**src/rtl/axi_rd_pkg.sv**
```systemverilog
// Shared constants and helpers for the AXI4 read-channel slave controller.
package axi_rd_pkg;

  localparam logic [1:0] BURST_FIXED = 2'b00;
  localparam logic [1:0] BURST_INCR  = 2'b01;
  localparam logic [1:0] BURST_WRAP  = 2'b10;
  localparam logic [1:0] BURST_RSVD  = 2'b11;

  localparam logic [1:0] RESP_OKAY   = 2'b00;
  localparam logic [1:0] RESP_SLVERR = 2'b10;

  localparam logic [2:0] ST_IDLE   = 3'b001;
  localparam logic [2:0] ST_STREAM = 3'b010;
  localparam logic [2:0] ST_ERR    = 3'b100;

  typedef enum logic [2:0] {
    IDLE   = ST_IDLE,
    STREAM = ST_STREAM,
    ERR    = ST_ERR
  } state_e;

  // A burst is rejected when its type is reserved or its beat is wider than the bus.
  function automatic logic burst_illegal(input logic [1:0] burst,
                                         input logic [2:0] size,
                                         input logic [2:0] max_size);
    return (burst == BURST_RSVD) || (size > max_size);
  endfunction

endpackage

```
**src/rtl/ar_queue.sv**
```systemverilog
// Small show-ahead FIFO holding accepted read requests until the engine starts them.
module ar_queue #(
  parameter int DEPTH = 2,
  parameter int WIDTH = 17
) (
  input  logic             clk,
  input  logic             reset,
  input  logic             push,
  input  logic [WIDTH-1:0] push_data,
  input  logic             pop,
  output logic             full,
  output logic             empty,
  output logic [WIDTH-1:0] head
);

  localparam int PTR_W = $clog2(DEPTH);

  // Pointers carry one extra wrap bit so full and empty are distinguishable.
  logic [PTR_W:0]   wr_ptr_reg;
  logic [PTR_W:0]   rd_ptr_reg;
  logic [WIDTH-1:0] mem [DEPTH];

  assign empty = (wr_ptr_reg == rd_ptr_reg);
  assign full  = (wr_ptr_reg[PTR_W] != rd_ptr_reg[PTR_W]) &&
                 (wr_ptr_reg[PTR_W-1:0] == rd_ptr_reg[PTR_W-1:0]);
  assign head  = mem[rd_ptr_reg[PTR_W-1:0]];

  // Storage write; contents need no reset because the pointers qualify them.
  always_ff @(posedge clk) begin
    if (push && !full) begin
      mem[wr_ptr_reg[PTR_W-1:0]] <= push_data;
    end
  end

  // Pointer update; push and pop may coincide.
  always_ff @(posedge clk or posedge reset) begin
    if (reset) begin
      wr_ptr_reg <= '0;
      rd_ptr_reg <= '0;
    end else begin
      if (push && !full) wr_ptr_reg <= wr_ptr_reg + 1'b1;
      if (pop && !empty) rd_ptr_reg <= rd_ptr_reg + 1'b1;
    end
  end

endmodule

```
**src/rtl/axi_rd_ctrl.sv**
```systemverilog
// AXI4 read-channel slave: queues AR requests and streams R beats from the data FIFO.
module axi_rd_ctrl
  import axi_rd_pkg::*;
#(
  parameter int ID_W     = 4,
  parameter int ADDR_W   = 32,
  parameter int DATA_W   = 32,
  parameter int AR_DEPTH = 2
) (
  input  logic              clk,
  input  logic              reset,
  input  logic [ID_W-1:0]   axs_s0_arid,
  input  logic [ADDR_W-1:0] axs_s0_araddr,
  input  logic [7:0]        axs_s0_arlen,
  input  logic [2:0]        axs_s0_arsize,
  input  logic [1:0]        axs_s0_arburst,
  input  logic              axs_s0_arvalid,
  output logic              axs_s0_arready,
  output logic [ID_W-1:0]   axs_s0_rid,
  output logic [DATA_W-1:0] axs_s0_rdata,
  output logic [1:0]        axs_s0_rresp,
  output logic              axs_s0_rlast,
  output logic              axs_s0_rvalid,
  input  logic              axs_s0_rready,
  input  logic              out_fifo_empty,
  input  logic [DATA_W-1:0] out_fifo_data,
  output logic              out_fifo_pop,
  output logic              busy,
  output logic [15:0]       slverr_count
);

  localparam int         Q_W      = ID_W + 13;
  localparam logic [2:0] MAX_SIZE = 3'($clog2(DATA_W / 8));

  logic             q_push;
  logic             q_pop;
  logic             q_full;
  logic             q_empty;
  logic [Q_W-1:0]   q_head;
  logic [ID_W-1:0]  head_id;
  logic [7:0]       head_len;
  logic [2:0]       head_size;
  logic [1:0]       head_burst;

  state_e           state_reg, state_next;
  logic [7:0]       beats_left_reg, beats_left_next;
  logic [ID_W-1:0]  cur_id_reg, cur_id_next;
  logic             err_entry;
  logic             issue;
  logic             slot_free;

  logic             rvalid_reg;
  logic             rlast_reg;
  logic [ID_W-1:0]  rid_reg;
  logic [DATA_W-1:0] rdata_reg;
  logic [1:0]       rresp_reg;
  logic [15:0]      slverr_count_reg;

  // The address is accepted on the bus but never selects data.
  logic unused_araddr;
  assign unused_araddr = ^axs_s0_araddr;

  assign axs_s0_arready = !reset && !q_full;
  assign q_push         = axs_s0_arvalid && axs_s0_arready;
  assign slot_free      = !rvalid_reg || axs_s0_rready;
  assign {head_id, head_len, head_size, head_burst} = q_head;

  ar_queue #(
    .DEPTH (AR_DEPTH),
    .WIDTH (Q_W)
  ) u_ar_queue (
    .clk       (clk),
    .reset     (reset),
    .push      (q_push),
    .push_data ({axs_s0_arid, axs_s0_arlen, axs_s0_arsize, axs_s0_arburst}),
    .pop       (q_pop),
    .full      (q_full),
    .empty     (q_empty),
    .head      (q_head)
  );

  // Engine next-state: start a queued burst, or issue one beat per free output slot.
  always_comb begin
    state_next      = state_reg;
    beats_left_next = beats_left_reg;
    cur_id_next     = cur_id_reg;
    q_pop           = 1'b0;
    err_entry       = 1'b0;
    issue           = 1'b0;
    out_fifo_pop    = 1'b0;
    case (state_reg)
      IDLE: begin
        if (!q_empty) begin
          q_pop           = 1'b1;
          cur_id_next     = head_id;
          beats_left_next = head_len;
          err_entry       = burst_illegal(head_burst, head_size, MAX_SIZE);
          state_next      = err_entry ? ERR : STREAM;
        end
      end
      STREAM: begin
        issue        = !out_fifo_empty && slot_free;
        out_fifo_pop = issue;
      end
      ERR: begin
        issue = slot_free;
      end
      default: state_next = IDLE;
    endcase
    if (issue) begin
      beats_left_next = beats_left_reg - 8'd1;
      if (beats_left_reg == 8'd0) state_next = IDLE;
    end
  end

  // Engine state, burst bookkeeping and error counter.
  always_ff @(posedge clk or posedge reset) begin
    if (reset) begin
      state_reg        <= IDLE;
      beats_left_reg   <= 8'd0;
      cur_id_reg       <= '0;
      slverr_count_reg <= 16'd0;
    end else begin
      state_reg      <= state_next;
      beats_left_reg <= beats_left_next;
      cur_id_reg     <= cur_id_next;
      if (err_entry && (slverr_count_reg != 16'hFFFF)) begin
        slverr_count_reg <= slverr_count_reg + 16'd1;
      end
    end
  end

  // R output register: loads on issue, otherwise holds until the beat is accepted.
  always_ff @(posedge clk or posedge reset) begin
    if (reset) begin
      rvalid_reg <= 1'b0;
      rlast_reg  <= 1'b0;
      rid_reg    <= '0;
      rdata_reg  <= '0;
      rresp_reg  <= RESP_OKAY;
    end else if (issue) begin
      rvalid_reg <= 1'b1;
      rlast_reg  <= (beats_left_reg == 8'd0);
      rid_reg    <= cur_id_reg;
      if (state_reg == ERR) begin
        rdata_reg <= '0;
        rresp_reg <= RESP_SLVERR;
      end else begin
        rdata_reg <= out_fifo_data;
        rresp_reg <= RESP_OKAY;
      end
    end else if (axs_s0_rready) begin
      rvalid_reg <= 1'b0;
    end
  end

  assign axs_s0_rvalid = rvalid_reg;
  assign axs_s0_rlast  = rlast_reg;
  assign axs_s0_rid    = rid_reg;
  assign axs_s0_rdata  = rdata_reg;
  assign axs_s0_rresp  = rresp_reg;
  assign slverr_count  = slverr_count_reg;
  assign busy          = !q_empty || (state_reg != IDLE) || rvalid_reg;

endmodule
```
**config.mk**
```make
export PLATFORM = sky130hd
export DESIGN_NAME = axi_rd_ctrl
export DESIGN_NICKNAME = d
export VERILOG_FILES = /design/src/rtl/axi_rd_pkg.sv /design/src/rtl/ar_queue.sv /design/src/rtl/axi_rd_ctrl.sv
export SDC_FILE = /design/constraint.sdc
export NUM_CORES = 1
export LEC_CHECK = 0
export ABC_AREA = 0
export BUFFER_PORTS_ARGS = -buffer_cell sky130_fd_sc_hd__buf_2
export CAP_MARGIN = 20
export CORE_MARGIN = 1.5
export CORE_UTILIZATION = 54
export DETAILED_ROUTE_END_ITERATION = 16
export GPL_TIMING_DRIVEN = 0
export PLACE_DENSITY = 0.86
export SLEW_MARGIN = 20
export SYNTH_ARGS = -nofsm -noshare
export SYNTH_HDL_FRONTEND = slang
export SYNTH_SLANG_ARGS = --single-unit
```
**constraint.sdc**
```tcl
create_clock -name clk -period 3.2 [get_ports clk]
set_clock_uncertainty 0.05 [all_clocks]
set_input_delay 0.16 -clock clk [delete_from_list [all_inputs] [get_ports clk]]
set_output_delay 0.16 -clock clk [all_outputs]
set_load 0.03 [all_outputs]
```
---- After elaboration in Yosys (flattened, before gate mapping) ----
Memory sizes are Yosys's and may differ from the RTL's.
Index checks and enable logic that the tools add are counted.
operators by class
  $add $sub $neg .......................... 4
  equal/unequal tests ..................... 10
  reduce and logical (&&, ||, !) cells .... 22
  bitwise logic cells ..................... 1
  $lt $le $gt $ge ......................... 1
  mux-type cells .......................... 20
operators with widths
  operator                                                count
  two-way mux 32 bit                                      1
  two-way mux 8 bit                                       3
  adder 16 x 1 -> 16 bit (second input constant)          1
  inequality test 16 bit (second input constant)          1
  two-way mux 3 bit                                       4
  two-way mux 1 bit                                       9
  zero test 8 bit                                         1
  subtractor 8 x 1 -> 8 bit (second input constant)       1
  logical AND 1 bit                                       7
  case mux 3 bit (2 select lines)                         1
  zero test 1 bit                                         5
  adder 2 x 1 -> 2 bit (second input constant)            2
  logical OR 1 bit                                        4
  AND reduction 2 bit                                     2
  nonzero test 2 bit                                      2
  equality test 3 x 1 -> 1 bit (second input constant)    1
  equality test 3 x 2 -> 1 bit (second input constant)    1
  equality test 3 bit (second input constant)             1
  > comparator 3 x 2 -> 1 bit (second input constant)     1
  inequality test 3 x 1 -> 1 bit (second input constant)  1
  equality test 2 bit                                     1
  equality test 2 bit (second input constant)             1
  two-way mux 2 bit                                       1
  inequality test 2 x 1 -> 1 bit (second input constant)  1
  other kinds (5)                                         5
storage, ports and cells
  memories kept ........................... 1
  flip-flop bits (word level) ............. 75
  output and inout bits ................... 59
  input bits .............................. 86
  bits in writable memories ............... 34
  logic and storage cells ................. 70
memories
  memory          depth  width  read ports  clocked after memory_dff  write ports  line            RTL
  u_ar_queue.mem  2      17     1           0                         1            ar_queue.sv:21  logic [WIDTH-1:0] mem [DEPTH];

---- Logic depth before layout (Yosys ltp) ----
Gate-level depths: netlist (run 1).
  depth after elaboration ................. 8
  mapped depth ............................ 7
  depth with buffers taken out ............ 6

---- By module ----
A second synthesis (run 1) with hierarchy kept.
second synthesis, totals
  cells, all modules ...................... 348
  area, all modules ....................... 4,700.8 µm²
modules (own cells, without submodules)
  module       instances  cells each  area each (µm²)
  axi_rd_ctrl  1          268         3,221.8
  ar_queue     1          80          1,478.9

---- Least setup slack after synthesis (run 1) ----
No wires, ideal clock.
  path kind ............................... reg2reg
  start ................................... register u_ar_queue.rd_ptr_reg[0]
  end ..................................... memory u_ar_queue.mem[0][0], enable pin
  required time ........................... 2,759 ps
  slack ................................... 572 ps
  arrival ................................. 2,187 ps
  cell stages (with the launch flop) ...... 6
  path through ............................ dfrtp_1 -> buf_2 -> xnor2_1 -> a21oi_1 -> nand2_1 -> nor2_1
on the way
  cells in the longest elaborated chain, start to end .. 8
ends and longest elaborated chain
  element                                  line               RTL
  from (decl)                              ar_queue.sv:20     logic [PTR_W:0] rd_ptr_reg;
  from (signal assigned)                   ar_queue.sv:42     if (pop && !empty) rd_ptr_reg <= rd_ptr_reg + 1'b1;
  equality test 1 bit                      ar_queue.sv:25     (wr_ptr_reg[PTR_W-1:0] == rd_ptr_reg[PTR_W-1:0]);
  logical AND 1 bit                        ar_queue.sv:24     assign full = (wr_ptr_reg[PTR_W] != rd_ptr_reg[PTR_W]) &&
  zero test 1 bit                          axi_rd_ctrl.sv:63  assign axs_s0_arready = !reset && !q_full;
  logical AND 1 bit                        axi_rd_ctrl.sv:63
  via axs_s0_arready                       axi_rd_ctrl.sv:18  output logic axs_s0_arready,
  logical AND 1 bit                        axi_rd_ctrl.sv:64  assign q_push = axs_s0_arvalid && axs_s0_arready;
  logical AND 1 bit                        ar_queue.sv:30     if (push && !full) begin
  two-way mux 1 bit                        ar_queue.sv:30
  two-way mux 1 bit (implied by the code)  ar_queue.sv:31     mem[wr_ptr_reg[PTR_W-1:0]] <= push_data;
  to (decl)                                ar_queue.sv:21
The timed path passes the listed nets, and every way through them passes these cells.

---- Final worst setup path (run 1) ----
  start ................................... register state_reg[0]
  end ..................................... output out_fifo_pop
on the way
  cells in the longest elaborated chain, start to end .. 2
ends and longest elaborated chain
  element                       line                RTL
  from (decl)                   axi_rd_ctrl.sv:45   state_e state_reg, state_next;
  from (signal assigned)        axi_rd_ctrl.sv:124  state_reg <= state_next;
  equality test 3 x 2 -> 1 bit  axi_rd_ctrl.sv:91   case (state_reg)
  two-way mux 1 bit             axi_rd_ctrl.sv:91
  to (decl)                     axi_rd_ctrl.sv:27   output logic out_fifo_pop,
No other way between the ends.

==> impl_metrics.json, run 1 <==
{
  "final_util_pct": 73.47,
  "async_flop_share_pct": 68.52,
  "synth-seq-area-share_pct": 66.25,
  "path_cells": "buf_6 -> nor3b_1 -> nor3b_1 -> clkbuf_1 -> buf_2",
  "drive_above_1_share_pct": 29.08,
  "grt_overflow": 0,
  "start_util_pct": 55.85,
  "p_leak_nw": 2.684,
  "clkLatencyLatePin_ps": 360,
  "grt_pass1_wl_um": 15170,
  "largest_register_ffs": 34,
  "gp_congestion": 0.8187,
  "pin_count": 145,
  "swShare_pct": 40.18,
  "seqPwrFrac_pct": 43.3,
  "power.density_nw_per_um2": 833.0,
  "tightest_slew_ps": 880.6,
  "tns_ps": 0,
  "fin_nets": 586,
  "maxCapViolCount": 0,
  "cts_tree": "built",
  "dieArea_um2": 8579,
  "numCtsBuffers": 9,
  "status": "finished, final reports clean",
  "min_period_ps": 2782,
  "synth-edff-count": 34,
  "power_frac_comb_pct": 41.3,
  "num_vias": 3182,
  "ys_types": 49,
  "startpoint_type": "register",
  "die_h_um": 92.63,
  "critPathLaunch": "state_reg[0]",
  "synth_area_leaders": "dfrtp_1 (42%), edfxtp_1 (24%), a22o_1 (6.7%)",
  "syn_area_per_cell_um2": 13.35,
  "final_cell_count_no_fill": 604,
  "worst_r2r_path_depth": 6,
  "worstSetupPathType": "reg -> out",
  "ys_top_cells_by_count": "dfrtp_1 (73), nand2_1 (39), edfxtp_1 (34), a22o_1 (33)",
  "synthMostInstantiatedCell": "dfrtp_1",
  "clockBufferDepth": 2,
  "rsz0062_at_grt": "false",
  "fillCellCount": 500,
  "clock_sinks": 108,
  "place_area_um2": 5046,
  "synthCells": 325,
  "cp-endpoint": "out_fifo_pop",
  "hold_path_class": "in -> reg",
  "fin_crit_sh_pct": 86.94,
  "peakVddDrop_uv": 445.3,
  "path_clk_slew_ps": 90,
  "rr_startpoint": "state_reg[0]",
  "synth_area_um2": 4338,
  "seq_area_um2": 2874,
  "htree_levels": 3,
  "p_sw_mw": 1.910,
  "wl_per_cell_um": 15.92,
  "final_max_slew_viol_count": 0,
  "clkPwrFrac_pct": 15.4,
  "rows": 32,
  "drt_wl_total_um": 9614,
  "grt_usage_pct": 22.88,
  "dpl.cell_count": 539,
  "crit_family": "simple AND/OR/NAND/NOR gates",
  "avgViaCountPerCell": 5.268,
  "firstDrtPassIters": 4,
  "ys.warnings.count": 0,
  "arrival_ps": 2570,
  "ys.flop_type": "dfrtp_1",
  "internal-power_mw": 2.844,
  "crit_slowest_cell": "nor3b_1",
  "root_buffer": "clkbuf_8",
  "core_um2": 7767,
  "cp_num_cells": 5,
  "r2r_setup_slack_ps": 920,
  "design_area_um2": 5707,
  "syn_nets": 414,
  "rr_endpoint": "slverr_count[3]",
  "yosysTopAreaCell": "dfrtp_1",
  "multi_input_area_um2": 1368,
  "hold_viol": 0,
  "worst_hold_slack_ps": 25.74,
  "io_buffers": 111,
  "n_antenna_cell": 0,
  "cpMostUsedCell": "nor3b_1",
  "final_antenna_net_count": 0,
  "path_max_fanout": 10,
  "hpwlAfterDp_um": 6020,
  "synth_top_area_share_pct": 42.11,
  "crit_buf_inv": 3,
  "grt_antenna_before_repair": 0,
  "drc": 0,
  "setup_viol": 0,
  "first_global_vias": 3246,
  "post-cts-setup-buffers": 0,
  "relSlewSlack_pct": 41.23,
  "end_kind": "output pin",
  "critPathRequiredTime_ps": 2990,
  "grt_max_degree": 45,
  "synth_seq_cells": 108,
  "drtIter0Drc": 191,
  "max_freq_ghz": 0.3594,
  "area_growth_syn_to_layout_pct": 31.55,
  "slowest_delay_ps": 650,
  "die_w_um": 92.63
}
## worst register-to-register path, cell delays in order (launching register included)
cell and delay (ps):
dfstp_2 530, buf_6 130, or3b_4 400, a21o_1 220, nor3_1 510, nand4_1 190
xnor2_1 160
## area by class of cell
type | count | area share, %
Sequential cell | 108 | 50.36
Multi-Input combinational cell | 196 | 23.96
Timing Repair Buffer | 161 | 18.68
Clock buffer | 11 | 2.302
Tap cell | 102 | 2.236
Buffer | 16 | 1.403
Clock inverter | 5 | 0.6797
Inverter | 5 | 0.3727
## stage by stage
step	setup WS (ps)	total power, mW
2_1_floorplan	572.4	3.459
3_3_place_gp	368.8	3.905
3_5_place_dp	818.4	3.987
4_1_cts	399.4	4.753
5_1_grt	172.8	5.024
6_report	417.9	4.754
## kinds of logic (layout without fill, tap and decap cells)
family	Yosys count	in the layout	synth area share, %
other	1	1	0.08645
AOI/OAI and AO/OA	67	67	12.32
and+or+nand+nor	90	90	10.76
adders and majority gates	3	3	0.8654
buffers and inverters	21	198	2.279
DFF	108	108	66.25
muxes	12	12	2.798
xor gates and xnor gates	23	23	4.644
## routing by layer
layer | up-vias | global-route usage (%) | share of wire (%)
li1 | 1523 | - | -
met1 | 1549 | 29.17 | 44
met2 | 96 | 40.07 | 50
met3 | 14 | 3.695 | 4.3
met4 | 0 | 7.449 | 1.3
met5 | - | 0 | 0
## cells in the final DEF (no fill, tap or decap), types with 3 or more instances in the layout
master         instances
nor2_1                11
mux2i_1               11
o211ai_1               3
edfxtp_1              34
inv_1                  4
and3_1                 3
nand4_1                6
nor3_2                 6
ha_1                   3
clkbuf_1              13
nor3_1                 5
dfrtp_1               73
xor2_1                11
clkbuf_8               9
a22o_1                33
o32a_1                 3
dlygate4sd3_1         49
o21ai_0                7
clkinvlp_4             4
nand3_1                4
xnor2_1               12
buf_2                112
nand2_1               39
a21oi_1                7
## how the worst min path moves through the flow
stage / slack (ps) / cells past startpoint / from / end
6_report: 30 / 2 / out_fifo_data[29] / axs_s0_rdata[29]
5_1_grt: 10 / 2 / out_fifo_data[29] / axs_s0_rdata[29]
4_1_cts: 9 / 2 / out_fifo_data[29] / axs_s0_rdata[29]
3_5_place_dp: 150 / 2 / reset / slverr_count[5]
3_3_place_gp: 300 / 1 / axs_s0_arlen[4] / u_ar_queue.mem[0][9]
2_1_floorplan: 210 / 0 / axs_s0_arburst[0] / u_ar_queue.mem[0][0]
## power groups by stage
| stage | registers (mW) | clock network [mW] | logic, mW |
|---|---|---|---|
| floorplan | 2.37 | 0 | 1.08 |
| global placement | 2.05 | 0 | 1.86 |
| detailed placement | 2.07 | 0 | 1.91 |
| CTS | 2.04 | 0.738 | 1.97 |
| global route | 2.10 | 0.793 | 2.13 |
| finish | 2.06 | 0.733 | 1.96 |
## what timing repair did
item,4_1_cts,5_1_grt
gates resized for setup,0,0
hold endpoints to repair,95,0
hold buffers,49,0
(Power assumes the default switching activity.)
==> run 2, diff against run 1 <==
==> constraint.sdc (replaced) <==
create_clock -name clk -period 3.2 [get_ports clk]
set_clock_uncertainty 0.05 [all_clocks]
set_input_delay 0 -clock clk [delete_from_list [all_inputs] [get_ports clk]]
set_output_delay 0 -clock clk [all_outputs]
set_load 0.03 [all_outputs]
==> impl_metrics.json, run 2 (synthesis results as in run 1) <==
{
  "status": "finished, final reports clean",
  "tightest_slew_ps": 881.1,
  "setup_viol": 0,
  "fillCellCount": 498,
  "io_buffers": 111,
  "p_leak_nw": 2.696,
  "die_w_um": 92.63,
  "avgViaCountPerCell": 5.321,
  "layout_common_cells": "buf_2 (112), dfrtp_1 (73), dlygate4sd3_1 (52)",
  "grt_pass1_wl_um": 15500,
  "tns_ps": 0,
  "cts_tree": "built",
  "rr_endpoint": "axs_s0_rdata[12]",
  "end_kind": "output pin",
  "rr_startpoint": "state_reg[0]",
  "final_antenna_net_count": 0,
  "area_growth_syn_to_layout_pct": 32.25,
  "clkLatencyLatePin_ps": 360,
  "max_freq_ghz": 0.3734,
  "final_max_slew_viol_count": 0,
  "drt_wl_total_um": 9821,
  "gp_congestion": 0.8187,
  "cts_hold_buf": 52,
  "relSlewSlack_pct": 41.20,
  "cp-endpoint": "out_fifo_pop",
  "n_antenna_cell": 0,
  "hold_path_class": "in -> reg",
  "wl_per_cell_um": 16.18,
  "pin_count": 145,
  "fin_nets": 589,
  "drive_above_1_share_pct": 28.91,
  "root_buffer": "clkbuf_8",
  "total_power_mw": 4.767,
  "path_max_fanout": 10,
  "seq_area_um2": 2874,
  "peakVddDrop_uv": 447.4,
  "start_util_pct": 55.85,
  "rows": 32,
  "drc": 0,
  "num_vias": 3230,
  "core_um2": 7767,
  "fin_crit_sh_pct": 83.70,
  "grt_overflow": 0,
  "multi_input_area_um2": 1368,
  "grt_antenna_before_repair": 0,
  "first_global_vias": 3282,
  "cts_resized": 0,
  "critPathLaunch": "state_reg[0]",
  "r2r_setup_slack_ps": 880,
  "hpwlAfterDp_um": 6020,
  "htree_levels": 3,
  "rsz0062_at_grt": "false",
  "worst_r2r_path_depth": 5,
  "maxCapViolCount": 0,
  "arrival_ps": 2630,
  "clockBufferDepth": 2,
  "firstDrtPassIters": 4,
  "final_common_cell": "buf_2",
  "dieArea_um2": 8579,
  "clock_sinks": 108,
  "grt_max_degree": 45,
  "path_clk_slew_ps": 90,
  "largest_register_ffs": 34,
  "drtIter0Drc": 201,
  "grt_usage_pct": 23.45,
  "critPathRequiredTime_ps": 3150,
  "worstSetupPathType": "reg -> out",
  "min_period_ps": 2678,
  "startpoint_type": "register",
  "numCtsBuffers": 9,
  "post-cts-setup-buffers": 0,
  "power.density_nw_per_um2": 830.9,
  "hold_viol": 0,
  "die_h_um": 92.63
}
run 2: per-layer routing:
| layer | global-route usage, % | share of wire (%) |
|---|---|---|
| met2 | 42.03 | 51 |
| met5 | 0 | 0 |
| met4 | 7.071 | 1.2 |
| met1 | 29.13 | 43 |
| met3 | 3.941 | 4.4 |
run 2: metrics by stage:
stage,instances,instance area [µm²],setup WS (ps),hold slack [ps],util [%]
3_3_place_gp,538,5021,528.8,137.1,64.64
6_report,607,5737,521.7,70.66,73.86
4_1_cts,607,5737,559.4,67.73,73.86
3_5_place_dp,539,5046,945.6,-7.181,64.96
5_1_grt,607,5737,359.9,87.61,73.86
2_1_floorplan,325,4338,572.4,48.87,-
run 2: final cells by class:
class	instances	share of cell area [%]
Tap cell	102	2.225
Clock inverter	5	0.6761
Sequential cell	108	50.10
Timing Repair Buffer	164	19.11
Multi-Input combinational cell	196	23.84
Clock buffer	11	2.290
Buffer	16	1.396
Inverter	5	0.3708
run 2: worst min path at each step:
stage / start / endpoint / slack, ps / cells past startpoint
2_1_floorplan: axs_s0_arburst[0] / u_ar_queue.mem[0][0] / 50 / 0
3_3_place_gp: axs_s0_arlen[4] / u_ar_queue.mem[0][9] / 140 / 1
3_5_place_dp: reset / slverr_count[5] / -7 / 2
4_1_cts: axs_s0_rready / axs_s0_rvalid / 70 / 4
5_1_grt: axs_s0_rready / axs_s0_rvalid / 90 / 4
6_report: axs_s0_rready / axs_s0_rvalid / 70 / 4
run 2: worst max-delay path, cell delays in order (launching register included):
cell      delay, ps
dfstp_2         370
buf_6           130
nor3b_1         340
nor3b_1         680
clkbuf_1        460
buf_2           290
run 2: where the power goes:
| group | internal, mW | switching (mW) | leakage, nW |
|---|---|---|---|
| sequential | 1.81 | 0.247 | 1.28 |
| clock | 0.285 | 0.447 | 0.0718 |
| combinational | 0.748 | 1.23 | 1.34 |
| total | 2.85 | 1.92 | 2.70 |
